`config.mk`:
```
export PLATFORM = sky130hd
export DESIGN_NAME = alu_issue_ctrl
export DESIGN_NICKNAME = d
export VERILOG_FILES = /design/src/rtl/alu_ctrl_pkg.sv /design/src/rtl/alu_issue_decode.sv /design/src/rtl/alu_issue_ctrl.sv
export SDC_FILE = /design/constraint.sdc
export NUM_CORES = 1
export LEC_CHECK = 0
export CAP_MARGIN = 20
export CORE_ASPECT_RATIO = 0.5
export CORE_MARGIN = 1.5
export CORE_UTILIZATION = 35
export CTS_BUF_LIST = sky130_fd_sc_hd__clkbuf_4 sky130_fd_sc_hd__clkbuf_8
export DETAILED_ROUTE_END_ITERATION = 6
export MAX_ROUTING_LAYER = met4
export PLACE_DENSITY = 0.65
export SYNTH_ARGS = -nofsm -noshare
export SYNTH_HDL_FRONTEND = slang
export SYNTH_SLANG_ARGS = --single-unit
```
`constraint.sdc`:
```
create_clock -name clk -period 14.95 [get_ports clk]
set_input_delay 2.99 -clock clk [delete_from_list [all_inputs] [get_ports clk]]
set_output_delay 2.99 -clock clk [all_outputs]
set_load 0.02 [all_outputs]
```
`src/rtl/alu_ctrl_pkg.sv`:
```
// Shared encodings for the ALU issue controller: ALU op codes, MIPS opcode/funct
// fields and the issue FSM state type.
package alu_ctrl_pkg;

   localparam logic [3:0] AluNop  = 4'b0000;
   localparam logic [3:0] AluAdd  = 4'b0010;
   localparam logic [3:0] AluSub  = 4'b0011;
   localparam logic [3:0] AluAnd  = 4'b0100;
   localparam logic [3:0] AluOr   = 4'b0101;
   localparam logic [3:0] AluXor  = 4'b0110;
   localparam logic [3:0] AluNot  = 4'b0111;
   localparam logic [3:0] AluSll  = 4'b1000;
   localparam logic [3:0] AluSrl  = 4'b1001;
   localparam logic [3:0] AluNor  = 4'b1010;
   localparam logic [3:0] AluSubu = 4'b1011;
   localparam logic [3:0] AluAddu = 4'b1100;

   localparam logic [5:0] OpRtype = 6'b000000;
   localparam logic [5:0] OpBeq   = 6'b000100;
   localparam logic [5:0] OpBne   = 6'b000101;
   localparam logic [5:0] OpAddi  = 6'b001000;
   localparam logic [5:0] OpAddiu = 6'b001001;
   localparam logic [5:0] OpAndi  = 6'b001100;
   localparam logic [5:0] OpOri   = 6'b001101;
   localparam logic [5:0] OpXori  = 6'b001110;

   localparam logic [5:0] FnSll  = 6'b000000;
   localparam logic [5:0] FnSrl  = 6'b000010;
   localparam logic [5:0] FnAdd  = 6'b100000;
   localparam logic [5:0] FnAddu = 6'b100001;
   localparam logic [5:0] FnSub  = 6'b100010;
   localparam logic [5:0] FnSubu = 6'b100011;
   localparam logic [5:0] FnAnd  = 6'b100100;
   localparam logic [5:0] FnOr   = 6'b100101;
   localparam logic [5:0] FnXor  = 6'b100110;
   localparam logic [5:0] FnNor  = 6'b100111;
   localparam logic [5:0] FnSlt  = 6'b101010;

   typedef enum logic [1:0] {
      StIdle    = 2'b00,
      StExec    = 2'b01,
      StCapture = 2'b10
   } state_e;

   // Word-aligned branch displacement; the caller adds it to pc_plus4 modulo 2^32.
   function automatic logic [31:0] branch_offset(input logic [15:0] imm);
      return {{14{imm[15]}}, imm, 2'b00};
   endfunction

endpackage

```
`src/rtl/alu_issue_decode.sv`:
```
// Combinational MIPS decode: selects ALU op code, operands, shift amount, destination
// register and the flags the issue FSM needs to post-process the ALU result.
module alu_issue_decode
   import alu_ctrl_pkg::*;
(
   input  logic [31:0] instr,
   input  logic [31:0] rs_data,
   input  logic [31:0] rt_data,
   output logic [3:0]  alu_control,
   output logic [31:0] op_a,
   output logic [31:0] op_b,
   output logic [4:0]  shamt,
   output logic [4:0]  dest,
   output logic        writes,
   output logic        is_branch,
   output logic        is_bne,
   output logic        is_slt,
   output logic        chk_ovf,
   output logic        illegal
);

   logic [5:0]  opcode;
   logic [5:0]  funct;
   logic [31:0] imm_sext;
   logic [31:0] imm_zext;
   logic        unused_rs_field;

   assign opcode   = instr[31:26];
   assign funct    = instr[5:0];
   assign imm_sext = {{16{instr[15]}}, instr[15:0]};
   assign imm_zext = {16'h0000, instr[15:0]};
   // Operand values arrive already read from the register file.
   assign unused_rs_field = ^instr[25:21];

   always_comb begin
      alu_control = AluNop;
      op_a        = rs_data;
      op_b        = rt_data;
      shamt       = 5'd0;
      dest        = instr[20:16];
      writes      = 1'b0;
      is_branch   = 1'b0;
      is_bne      = 1'b0;
      is_slt      = 1'b0;
      chk_ovf     = 1'b0;
      illegal     = 1'b0;
      case (opcode)
         OpRtype: begin
            dest   = instr[15:11];
            writes = 1'b1;
            case (funct)
               FnAdd:  begin alu_control = AluAdd; chk_ovf = 1'b1; end
               FnAddu: alu_control = AluAddu;
               FnSub:  begin alu_control = AluSub; chk_ovf = 1'b1; end
               FnSubu: alu_control = AluSubu;
               FnAnd:  alu_control = AluAnd;
               FnOr:   alu_control = AluOr;
               FnXor:  alu_control = AluXor;
               FnNor:  alu_control = AluNor;
               FnSlt:  begin alu_control = AluSub; is_slt = 1'b1; end
               FnSll, FnSrl: begin
                  alu_control = (funct == FnSll) ? AluSll : AluSrl;
                  op_a        = rt_data;
                  op_b        = 32'h0;
                  shamt       = instr[10:6];
               end
               default: begin
                  writes  = 1'b0;
                  illegal = 1'b1;
               end
            endcase
         end
         OpAddi:  begin alu_control = AluAdd;  op_b = imm_sext; writes = 1'b1; chk_ovf = 1'b1; end
         OpAddiu: begin alu_control = AluAddu; op_b = imm_sext; writes = 1'b1; end
         OpAndi:  begin alu_control = AluAnd;  op_b = imm_zext; writes = 1'b1; end
         OpOri:   begin alu_control = AluOr;   op_b = imm_zext; writes = 1'b1; end
         OpXori:  begin alu_control = AluXor;  op_b = imm_zext; writes = 1'b1; end
         OpBeq, OpBne: begin
            alu_control = AluSub;
            is_branch   = 1'b1;
            is_bne      = (opcode == OpBne);
         end
         default: illegal = 1'b1;
      endcase
   end

endmodule

```
`src/rtl/alu_issue_ctrl.sv`:
```
// Issue side of the ALU interface: accepts one instruction, drives the registered ALU and
// turns its result into writeback, branch-resolution and exception pulses (3 cycles/instr).
module alu_issue_ctrl
   import alu_ctrl_pkg::*;
#(
   parameter bit TRAP_ON_OVERFLOW = 1'b1,
   parameter bit ALLOW_R0_WRITE   = 1'b0
) (
   input  logic        clk,
   input  logic        reset,
   input  logic        instr_valid,
   output logic        instr_ready,
   input  logic [31:0] instr,
   input  logic [31:0] rs_data,
   input  logic [31:0] rt_data,
   input  logic [31:0] pc_plus4,
   output logic [31:0] alu_op_a,
   output logic [31:0] alu_op_b,
   output logic [3:0]  alu_control,
   output logic [4:0]  alu_shamt,
   input  logic [31:0] alu_result,
   input  logic        alu_zero,
   input  logic        alu_less,
   input  logic        alu_overflow,
   output logic        wb_valid,
   output logic [4:0]  wb_reg,
   output logic [31:0] wb_data,
   output logic        branch_valid,
   output logic        branch_taken,
   output logic [31:0] branch_target,
   output logic        exc_overflow,
   output logic        illegal_instr
);

   logic [3:0]  dec_control;
   logic [31:0] dec_op_a;
   logic [31:0] dec_op_b;
   logic [4:0]  dec_shamt;
   logic [4:0]  dec_dest;
   logic        dec_writes;
   logic        dec_is_branch;
   logic        dec_is_bne;
   logic        dec_is_slt;
   logic        dec_chk_ovf;
   logic        dec_illegal;

   alu_issue_decode u_decode (
      .instr       (instr),
      .rs_data     (rs_data),
      .rt_data     (rt_data),
      .alu_control (dec_control),
      .op_a        (dec_op_a),
      .op_b        (dec_op_b),
      .shamt       (dec_shamt),
      .dest        (dec_dest),
      .writes      (dec_writes),
      .is_branch   (dec_is_branch),
      .is_bne      (dec_is_bne),
      .is_slt      (dec_is_slt),
      .chk_ovf     (dec_chk_ovf),
      .illegal     (dec_illegal)
   );

   state_e      state_q;
   logic [4:0]  dest_q;
   logic        writes_q;
   logic        is_branch_q;
   logic        is_bne_q;
   logic        is_slt_q;
   logic        chk_ovf_q;
   logic        illegal_q;
   logic [31:0] target_q;
   logic        trap;
   logic        dest_ok;

   assign trap    = TRAP_ON_OVERFLOW && chk_ovf_q && alu_overflow;
   assign dest_ok = ALLOW_R0_WRITE || (dest_q != 5'd0);

   always_ff @(posedge clk or posedge reset) begin
      if (reset) begin
         state_q       <= StIdle;
         instr_ready   <= 1'b1;
         alu_op_a      <= 32'h0;
         alu_op_b      <= 32'h0;
         alu_control   <= AluNop;
         alu_shamt     <= 5'd0;
         dest_q        <= 5'd0;
         writes_q      <= 1'b0;
         is_branch_q   <= 1'b0;
         is_bne_q      <= 1'b0;
         is_slt_q      <= 1'b0;
         chk_ovf_q     <= 1'b0;
         illegal_q     <= 1'b0;
         target_q      <= 32'h0;
         wb_valid      <= 1'b0;
         wb_reg        <= 5'd0;
         wb_data       <= 32'h0;
         branch_valid  <= 1'b0;
         branch_taken  <= 1'b0;
         branch_target <= 32'h0;
         exc_overflow  <= 1'b0;
         illegal_instr <= 1'b0;
      end else begin
         case (state_q)
            StIdle: begin
               wb_valid      <= 1'b0;
               branch_valid  <= 1'b0;
               exc_overflow  <= 1'b0;
               illegal_instr <= 1'b0;
               if (instr_valid && instr_ready) begin
                  alu_op_a    <= dec_op_a;
                  alu_op_b    <= dec_op_b;
                  alu_control <= dec_control;
                  alu_shamt   <= dec_shamt;
                  dest_q      <= dec_dest;
                  writes_q    <= dec_writes;
                  is_branch_q <= dec_is_branch;
                  is_bne_q    <= dec_is_bne;
                  is_slt_q    <= dec_is_slt;
                  chk_ovf_q   <= dec_chk_ovf;
                  illegal_q   <= dec_illegal;
                  target_q    <= pc_plus4 + branch_offset(instr[15:0]);
                  instr_ready <= 1'b0;
                  state_q     <= StExec;
               end
            end
            StExec: state_q <= StCapture;
            StCapture: begin
               wb_valid      <= writes_q && !trap && dest_ok;
               wb_reg        <= dest_q;
               wb_data       <= is_slt_q ? {31'b0, alu_less} : alu_result;
               branch_valid  <= is_branch_q;
               branch_taken  <= is_branch_q && (is_bne_q ^ alu_zero);
               branch_target <= target_q;
               exc_overflow  <= trap;
               illegal_instr <= illegal_q;
               instr_ready   <= 1'b1;
               state_q       <= StIdle;
            end
            default: begin
               instr_ready <= 1'b1;
               state_q     <= StIdle;
            end
         endcase
      end
   end

endmodule

```
======== Yosys cells after proc, flatten, opt, wreduce, memory -nomap -nowiden ========
Index checks and enable logic that the tools add are counted.
operators by class
  equal/unequal tests ..................... 20
  add/sub/neg operators ................... 1
  reduce and logical (&&, ||, !) cells .... 22
  div/mod/pow operators ................... 0
  multipliers ............................. 0
  $lt $le $gt $ge ......................... 0
  shift operators ......................... 0
  bitwise gates (word level) .............. 2
  muxes and demuxes ....................... 29
operators with widths
  cell                  number
  $mux W32              4
  $pmux W32 S3          1
  $eq A6 B6 Y1 const B  9
  $pmux W4 S9           1
  $add A32 B32 Y32      1
  $eq A6 B4 Y1 const B  5
  $pmux W4 S7           1
  $pmux W1 S2           8
  $mux W5               3
  $eq A6 B3 Y1 const B  2
  $logic_not A6 Y1      2
  $reduce_or A11 Y1     1
  $reduce_or A2 Y1      5
  $mux W1               9
  $reduce_or A7 Y1      1
  $eq A6 B2 Y1 const B  1
  $logic_and A1 B1 Y1   5
  $reduce_bool A5 Y1    1
  $reduce_or A5 Y1      1
  $pmux W2 S2           1
  $reduce_and A2 Y1     2
  $reduce_or A3 Y1      1
  $eq A2 B1 Y1 const B  1
  $eq A2 B2 Y1 const B  1
  other kinds (7)       7
storage, ports and cells
  latch bits .............................. 0
  memories ................................ 0
  logic and storage cells ................. 96
  bits in read-only memories .............. 0
  bits in writable memories ............... 0
  input port bits ......................... 166
  bits in registers ....................... 193
  output and inout port bits .............. 148

======== Logic depth before layout (Yosys ltp) ========
Gate-level depths: netlist of the first run.
  depth in word-level cells ............... 5
  mapped depth ............................ 8
  gate-level depth less buffers ........... 8

======== Cells and area by module ========
A second synthesis of the first run with hierarchy kept.
second synthesis, totals
  cells, all modules ...................... 1270
  area total of the unflattened synthesis .. 10238.6 sq um
by module, submodules not included
  module            instances  sequential area each (sq um)  cells each  area each (sq um)
  alu_issue_ctrl    1          4830.9                        1030        8993.6
  alu_issue_decode  1          0.0                           240         1244.9

======== Worst setup path after synthesis of the first run ========
No wires, ideal clock.
  path type ............................... input port to flip-flop
  start point ............................. in instr[0]
  end point ............................... reg target_q[30]
  data required time ...................... 14.819 ns
  stages .................................. 8
  setup slack ............................. 9.705 ns
  library setup time ...................... 0.131 ns
  path buffers ............................ 0
  data arrival time ....................... 5.114 ns
  cells stage by stage .................... ha_1 > fa_1 > a21o_1 > a311o_1 > a2111oi_2 > a211o_1 > nor3_1 > or3_1
between the ends
  cells in the longest elaborated chain, start to end .. 1
ends and longest elaborated chain
  what                  line                   text
  from (decl)           alu_issue_ctrl.sv:13   input logic [31:0] instr,
  $add A32 B32 Y32      alu_issue_ctrl.sv:122  target_q <= pc_plus4 + branch_offset(instr[15:0]);
  to (signal assigned)  alu_issue_ctrl.sv:122
  to (decl)             alu_issue_ctrl.sv:72   logic [31:0] target_q;
No other way between the ends.
A chain may end at the register's enable or synchronous reset.

======== Worst setup path after layout of the first run ========
  start point ............................. in instr[15]
  end point ............................... reg target_q[30]
Same word-level chain as after synthesis.

==> metrics, run 1 <==
Async S/R FF share, synth 1.000; xor-xnor portion of the synthesized cell area 0.01229; slew of the pin with the lowest slew margin 1023 ps; # rows 43; Num CTS Buffers 17; Clock Sinks 193; crit path to target_q[30]$_DFFE_PP0P_; Seq cells post-synth 193; Hold Buf Count CTS 0; r2r startpoint state_q[0]$_DFFE_PP0N_; largest net degree at the start of global routing 138; cell area after synthesis 9975 sq um; worst r2r dst alu_control[0]$_DFFE_PP0P_; Max Buffers Root-to-Sink 2; Final ANT Viol Nets 0; Fin. Hold Viols 0; count of different cell masters after synthesis 67; CTS resizes 0; maximum fanout along the worst path 18; Non-Filler Instances 1823; RSZ-0062 raised after global routing no; area delta synth->final 37.05%; r2r setup slk 11450 ps; setup TNS 0 ps; Tcrit/Tclk final 0.4113; vias per inst 5.166; met1 wire length 14980 microns; initial antenna violation count 0; DIE HEIGHT 122.4 microns; post-synthesis compound-gate area fraction 0.1700; Mapped Nets 1368; DIE AREA 29580 sq um; f_max 162.6 MHz; met3 WL 1386 microns; vias in the first global route 8912; final wirelength 31940 microns; Synth area leader dfrtp_1; Mapped Cells 1172; antenna cells 0; core area 27870 sq um; chip width 241.7 microns; number of synthesized flops with an enable pin 0; simple-gate portion of the synthesized area 0.2439; Yosys warnings 0; worst reg2reg path depth 6; relative slew slack 0.3178; top sig layer met4; 1st-pass router iterations 5; Max Cap Violations 0; CTS H-tree depth 4; Worst Setup End Kind flip-flop; Worst Setup SP instr[15]; I/O Buffers 308; critical path data arrival time 6540 ps; fin util 0.4905; clk_skew 14.63 ps; PD cells 170.0 nW/um^2; drt wl/cell 17.52 microns; Reg clk slew, reported paths 110 ps; layout filler cell count 2710; share of the synthesized area in the top cell type 0.4817; Hold WC Path Type reg -> reg; outcome finished, final reports clean; Lkg Pwr 0.005997 uW; nets@finish 1624; GPL Wtd Cong 0.8969; Total GRT Usage 0.2211; syn avg cell area 8.511 sq um; setup bufs post-CTS 0; Via Count 9417; WL met2 14850 microns; global-route wire length before repair 49510 microns; Power Total 2324 uW; Setup Viol. Count Final 0; DP Wirelength 23700 microns; largest family of logic cells by synthesized area simple AND/OR/NAND/NOR gates; IO Count 314; number of remaining DRC errors 0; Iteration-0 DRC Markers 506; Primary FF master, synth dfrtp_1; top area cells in the synthesized netlist dfrtp_1 48%, nand2_1 12%, o21ai_0 3.9%; worst path required time 15340 ps; CP Class in -> reg; fin. max-slew vios 0; adder-cell share of the synthesized area 0.03939; register area share after synthesis 0.4843; minimum clock period 6148 ps; CTS Root Cell clkbuf_8; TritonCTS clock tree done; Max VDD drop 0.00009036 V; Worst Setup Start Kind input pin; share of cells above drive strength 1 0.03886; placed cells 1790; clk_lat worst skew 500 ps; mux cell area share after synthesis 0.01016; Initial Util 0.3579; GRT overflow 0
-- worst min-delay path by stage --
stage,to,from,cells past startpoint,slack (ps)
3_3_place_gp,writes_q$_DFFE_PP0P_,writes_q$_DFFE_PP0P_,2,450
5_1_grt,branch_target[5]$_DFFE_PP0P_,target_q[5]$_DFFE_PP0P_,2,500
4_1_cts,branch_target[1]$_DFFE_PP0P_,target_q[1]$_DFFE_PP0P_,2,480
6_report,branch_target[1]$_DFFE_PP0P_,target_q[1]$_DFFE_PP0P_,2,480
3_5_place_dp,branch_target[3]$_DFFE_PP0P_,target_q[3]$_DFFE_PP0P_,2,460
2_1_floorplan,writes_q$_DFFE_PP0P_,writes_q$_DFFE_PP0P_,2,440
-- power by group --
group	switching, uW	total [uW]	leakage, uW	internal (uW)
sequential	131	877	0.00234	747
clock	206	351	0.000206	144
combinational	610	1100	0.00345	486
-- logic make-up after synthesis --
logic type | Yosys count
XOR/XNOR | 14
flip-flops | 193
AND/OR/NAND/NOR | 561
adder cells (fa/ha/maj) | 31
multiplexers | 10
buffers and inverters | 90
AO/OA/AOI/OAI | 273
-- synth_stat cells, types with 4 or more instances --
cell type / number
a22oi_1: 4
xnor2_1: 10
nor3_1: 12
o211ai_1: 7
a21o_1: 17
clkbuf_1: 58
a21oi_1: 52
and4_1: 5
ha_1: 29
xor2_1: 4
dfrtp_1: 192
nor3b_1: 5
buf_2: 7
o21ai_0: 78
or4_1: 5
nor2_1: 97
o21ai_1: 5
o21a_1: 9
buf_6: 6
nand4_1: 11
o31ai_1: 6
a211oi_1: 7
and3_1: 5
inv_1: 12
nand2b_1: 36
nand3_1: 36
a31oi_1: 56
nor2b_1: 4
mux2i_1: 9
nand2_1: 330
-- critical path, stage by stage --
cell and delay (ps):
clkdlybuf4s50_1 830, ha_1 740, nand2_1 90, o21ai_0 590
o31ai_1 240, a211oi_1 530, a211oi_1 140, or3_1 380
-- layout by cell type, fill, tap and decap left out, drive strengths merged, types with 3 or more instances in the layout --
cell	netlist	layout
or3	4	4
dfrtp	192	192
nand4	11	11
mux2i	9	9
or4	6	6
nor2b	4	4
nand3	36	36
o2111ai	3	3
o21a	9	9
inv	12	19
o21ai	83	83
o31ai	6	6
clkbuf	61	19
xnor2	10	10
a2111oi	4	4
nand2b	36	36
buf	17	7
xor2	4	4
a31oi	56	56
clkinv	0	5
a21o	17	17
nor3b	5	5
nor3	13	13
and4	5	5
a211oi	7	7
clkdlybuf4s50	0	308
a21oi	52	52
a22oi	4	4
a311o	3	3
ha	29	29
and3	5	5
o211ai	7	7
nand2	330	330
nor2	97	97
-- area by class of cell --
class                           instances  area (sq um)  share of cell area
Inverter                               12         55.05            0.004027
Multi-Input combinational cell        889          4776              0.3494
Sequential cell                       193          4831              0.3534
Timing Repair Buffer                  315          3136              0.2294
Tap cell                              382         478.0             0.03496
Clock buffer                           19         255.2             0.01867
Clock inverter                         13         140.1             0.01025
-- metrics by stage --
stage	cell area (sq um)	setup slack, ps	hold WS [ps]
3_5_place_dp	13270	8388	457.0
4_1_cts	13660	8949	480.7
2_1_floorplan	9975	6706	438.4
6_report	13670	8802	476.4
3_3_place_gp	13270	8409	452.5
5_1_grt	13670	8588	499.1
-- layer usage --
metal  vias to the layer above  track usage
li1                       4556            -
met1                      4549       0.2930
met2                       266       0.3420
met3                        46      0.04439
met4                         0      0.07109
met5                         -            -
(Power assumes the default switching activity.)
==> inputs of run 2 (changes only) <==
- PLACE_DENSITY: 0.65 -> 0.68
- clock period: 14.95 -> 5.14 ns (I/O delays scaled with it)
==> run 2 against run 1 <==
Effect of this change:
- global-route usage about the same
- combinational power increased to 2.9 times the previous value
- power increased to 2.9 times the previous value
- critical path type unchanged
- critical endpoint unchanged
- largest cell class unchanged
==> metrics, run 2 (synthesis results as in run 1) <==
outcome finished, final reports clean; most used cell, CP a211oi_1; Worst Setup Start Kind input pin; clk_lat worst skew 510 ps; clk_skew 17.63 ps; worst path required time 5540 ps; global-route wire length before repair 49670 microns; area delta synth->final 37.87%; r2r startpoint state_q[0]$_DFFE_PP0N_; vias per inst 5.132; Hold WC Path Type reg -> reg; critical path data arrival time 4320 ps; largest net degree at the start of global routing 94; Non-Filler Instances 1827; core area 27870 sq um; PD cells 497.1 nW/um^2; Max Buffers Root-to-Sink 2; Max VDD drop 0.0002218 V; CTS H-tree depth 4; FF/Latch Area 4831 sq um; Via Count 9376; antenna cells 0; Total GRT Usage 0.2208; layout filler cell count 2631; number of remaining DRC errors 0; relative slew slack 0.3135; initial antenna violation count 0; DP Wirelength 23500 microns; Num CTS Buffers 17; nets@finish 1628; Initial Util 0.3579; RSZ-0062 raised after global routing no; minimum clock period 3920 ps; Setup Viol. Count Final 0; Final ANT Viol Nets 0; Hold Buf Count CTS 0; I/O Buffers 308; commonest non-fill, non-tap cell in the layout nand2_1; GPL Wtd Cong 0.8980; # rows 43; DIE HEIGHT 122.4 microns; Crit-path slowest cell clkdlybuf4s50_1; drt wl/cell 17.47 microns; CTS Root Cell clkbuf_8; TritonCTS clock tree done; vias in the first global route 9088; 1st-pass router iterations 5; CP Class in -> reg; slew of the pin with the lowest slew margin 1030 ps; CTS resizes 0; IO Count 314; HP Start target_q[2]$_DFFE_PP0P_; Lkg Pwr 0.006033 uW; crit path cell chain clkdlybuf4s50_1, ha_1, nand2_1, o21ai_0, o31ai_1, a211oi_1, a211oi_1, or3_1; Reg clk slew, reported paths 110 ps; commonest non-fill, non-tap cells in the layout 330 x nand2_1, 308 x clkdlybuf4s50_1, 192 x dfrtp_1, 97 x nor2_1, 78 x o21ai_0; GRT overflow 0; Worst path max stage delay 660 ps; Worst Setup SP instr[15]; setup bufs post-CTS 0; Iteration-0 DRC Markers 592; placed cells 1794; Fin. Hold Viols 0; Power Total 6837 uW; Max Cap Violations 0; maximum fanout along the worst path 11; Multi-input gate area 4776 sq um; final wirelength 31910 microns; setup TNS 0 ps; Worst Setup End Kind flip-flop; share of cells above drive strength 1 0.04152; DIE AREA 29580 sq um; f_max 255.1 MHz; fin. max-slew vios 0; Clock Sinks 193; chip width 241.7 microns; Tcrit/Tclk final 0.7626
==> run 2: changes by cell type in the layout (fill, tap and decap cells not counted) <==
cell | previous run | this run
buf_12 | 0 | 3
bufinv_16 | 1 | 2
buf_4 | 7 | 8
clkbuf_4 | 1 | 0
clkinv_8 | 1 | 0
clkinvlp_4 | 0 | 1
==> run 2: area by class of cell <==
type,instances,share of cell area
clock buffer,18,0.01801
clock inverter,14,0.01201
inverter,12,0.003730
multi-input combinational,889,0.3473
sequential,193,0.3513
tap,382,0.03476
timing repair buffer,319,0.2329
==> run 2: critical path, delay by kind of cell <==
| kind | cells | cell delay (ps) |
|---|---|---|
| compound gates | 4 | 1520 |
| simple gates | 2 | 470 |
| fa+ha+maj | 1 | 630 |
| buf+inv | 1 | 660 |
==> run 2: routing by layer <==
layer | up-vias | part of all wire | global-route usage
met3 | 58 | 0.049 | 0.04045
li1 | 4563 | - | -
met5 | - | 0 | -
met4 | 0 | 0.029 | 0.08203
met2 | 293 | 0.46 | 0.3500
met1 | 4462 | 0.46 | 0.2848
==> run 2: report_power, final <==
group / switching [uW] / internal [uW]
Clock: 613 / 462
Sequential: 391 / 2170
Combinational: 1780 / 1420
Total: 2790 / 4050
==> run 2: stage by stage <==
step | cell area (sq um) | hold WS, ps | utilization | worst slack, ps
final | 13750 | 476.7 | 0.4934 | 1220
after global placement | 13320 | 450.6 | 0.4779 | 833.8
after CTS | 13730 | 478.8 | 0.4927 | 1322
after global routing | 13750 | 514.6 | 0.4934 | 1064
after floorplan | 9978 | 438.4 | - | 1622
after detailed placement | 13320 | 453.7 | 0.4779 | 756.3
==> run 2: worst paths after layout <==
kind	end	slack, ps	depth (start not counted)
setup / recovery	target_q[30]$_DFFE_PP0P_	1220	8
hold / removal	branch_target[2]$_DFFE_PP0P_	480	2
setup reg to reg	alu_control[0]$_DFFE_PP0P_	2060	5
hold reg to reg	branch_target[2]$_DFFE_PP0P_	480	2
max in group asynchronous	wb_data[3]$_DFFE_PP0P_	3450	4
min in group asynchronous	target_q[28]$_DFFE_PP0P_	760	2
==> inputs of run 3 (changes only) <==
- PLACE_DENSITY: 0.68 -> 0.65
- clock period: 5.14 -> 3.8 ns (I/O delays scaled with it)
==> run 3 against run 2 <==
Effect of this change:
- die area unchanged
- clock power increased by 43%
- register-to-register slack got worse by 570 ps
- setup slack got worse by 670 ps
- clock skew decreased by 4.4 ps
- critical endpoint unchanged
- via count increased by 0.66%
- core utilization increased by 1.1 points
- power increased by 37%
- first-iteration DRC count increased by 6.9%
- worst hold slack got worse by 2.1 ps
- critical path type unchanged
==> metrics, run 3 (synthesis results as in run 1) <==
# rows 43; setup bufs post-CTS 0; Final ANT Viol Nets 0; Max VDD drop 0.0003520 V; RSZ-0062 raised after global routing no; slew of the pin with the lowest slew margin 885.8 ps; Power Total 9398 uW; Initial Util 0.3579; DIE HEIGHT 122.4 microns; Worst path max stage delay 470 ps; Max Cap Violations 0; relative slew slack 0.4076; worst path required time 4170 ps; drt wl/cell 17.50 microns; largest net degree at the start of global routing 134; maximum fanout along the worst path 5; setup TNS 0 ps; outcome finished, final reports clean; critical path data arrival time 3630 ps; TritonCTS clock tree done; Setup Viol. Count Final 0; I/O Buffers 308; CTS H-tree depth 4; clk_skew 13.26 ps; hold endpoint branch_taken$_DFFE_PP0P_; layout filler cell count 2655; Num CTS Buffers 17; PD cells 668.6 nW/um^2; 1st-pass router iterations 5; chip width 241.7 microns; vias per inst 5.074; number of remaining DRC errors 0; DP Wirelength 24420 microns; Lkg Pwr 0.006201 uW; f_max 307.6 MHz; clk_lat worst skew 490 ps; r2r startpoint state_q[0]$_DFFE_PP0N_; minimum clock period 3251 ps; Iteration-0 DRC Markers 633; Multi-input gate area 4776 sq um; worst reg2reg path depth 6; vias in the first global route 8953; FF/Latch Area 4831 sq um; share of cells above drive strength 1 0.06292; worst r2r dst alu_op_b[5]$_DFFE_PP0P_; GRT overflow 0; Max Buffers Root-to-Sink 2; HP Start branch_taken$_DFFE_PP0P_; DIE AREA 29580 sq um; final wirelength 32560 microns; CP Class in -> reg; GPL Wtd Cong 0.9152; antenna cells 0; Reg clk slew, reported paths 100 ps; CTS resizes 0; commonest non-fill, non-tap cells in the layout 330 x nand2_1, 308 x clkdlybuf4s50_1, 192 x dfrtp_1, 97 x nor2_1, 78 x o21ai_0; Crit-path slowest cell a311o_1; Worst Setup Start Kind input pin; global-route wire length before repair 50560 microns; r2r setup slk 1490 ps; Fin. Hold Viols 0; Hold Buf Count CTS 0; Via Count 9438; fin. max-slew vios 0; area delta synth->final 40.93%; initial antenna violation count 1; Hold WC Path Type reg -> reg; Clock Sinks 193; CTS Root Cell clkbuf_8; Tcrit/Tclk final 0.8556; core area 27870 sq um; crit path cell chain clkdlybuf4s50_1, ha_1, fa_1, a21o_1, a311o_1, a2111oi_2, a211o_1, nor3_1, or3_1; Worst Setup End Kind flip-flop; IO Count 314; Hold Path Stages 2; commonest non-fill, non-tap cell in the layout nand2_1; Total GRT Usage 0.2249; fin util 0.5044; nets@finish 1661
## run 3: cell count changes in the layout (fill, tap and decap cells not counted), moves of 2 or more
cell / change
inv_8: -3
clkinv_2: -2
inv_6: -3
clkinvlp_4: +3
bufinv_16: +2
buf_4: +32
## run 3: final cells by class
type / instances / area share
clock inverter: 13 / 0.01442
inverter: 12 / 0.003649
sequential: 193 / 0.3437
tap: 382 / 0.03400
clock buffer: 19 / 0.01816
multi-input combinational: 889 / 0.3397
timing repair buffer: 352 / 0.2464
## run 3: worst max-delay path by stage
stage | startpoint | endpoint | slack (ps) | cells past startpoint
after floorplan | reset | alu_control[0]$_DFFE_PP0P_ | 550 | 1
after global placement | instr[0] | target_q[30]$_DFFE_PP0P_ | 90 | 9
after detailed placement | instr[0] | target_q[30]$_DFFE_PP0P_ | 50 | 9
after CTS | instr[0] | target_q[30]$_DFFE_PP0P_ | 580 | 9
after global routing | instr[0] | target_q[18]$_DFFE_PP0P_ | 420 | 9
final | instr[0] | target_q[30]$_DFFE_PP0P_ | 550 | 9
## run 3: worst max-delay path, delay by kind of cell
family,cells,cell delay [ps]
adder cells (fa/ha/maj),2,650
buffers and inverters,1,430
AND/OR/NAND/NOR,2,410
AO/OA/AOI/OAI,4,1360
## run 3: routing by layer
layer  global-route usage  part of all wire
met5                    -                 0
met4              0.05273             0.016
met3              0.03696             0.042
met2               0.3500              0.47
met1               0.3087              0.48
## run 3: through the flow
| step | instances | setup slack, ps | hold slack (ps) | instance area, sq um |
|---|---|---|---|---|
| after floorplan | 1172 | 550.4 | 438.4 | 9978 |
| after global placement | 1826 | 85.95 | 450.5 | 13570 |
| after detailed placement | 1826 | 51.91 | 456.5 | 13570 |
| after CTS | 1858 | 583.9 | 476.4 | 14030 |
| after global routing | 1860 | 416.6 | 505.2 | 14060 |
| final | 1860 | 548.6 | 474.6 | 14060 |
## run 3: report_power, final
| part | total, uW | switching, uW | internal, uW |
|---|---|---|---|
| registers | 3460 | 523 | 2940 |
| logic | 4390 | 2420 | 1980 |
| clock network | 1540 | 790 | 754 |
| total | 9400 | 3730 | 5670 |
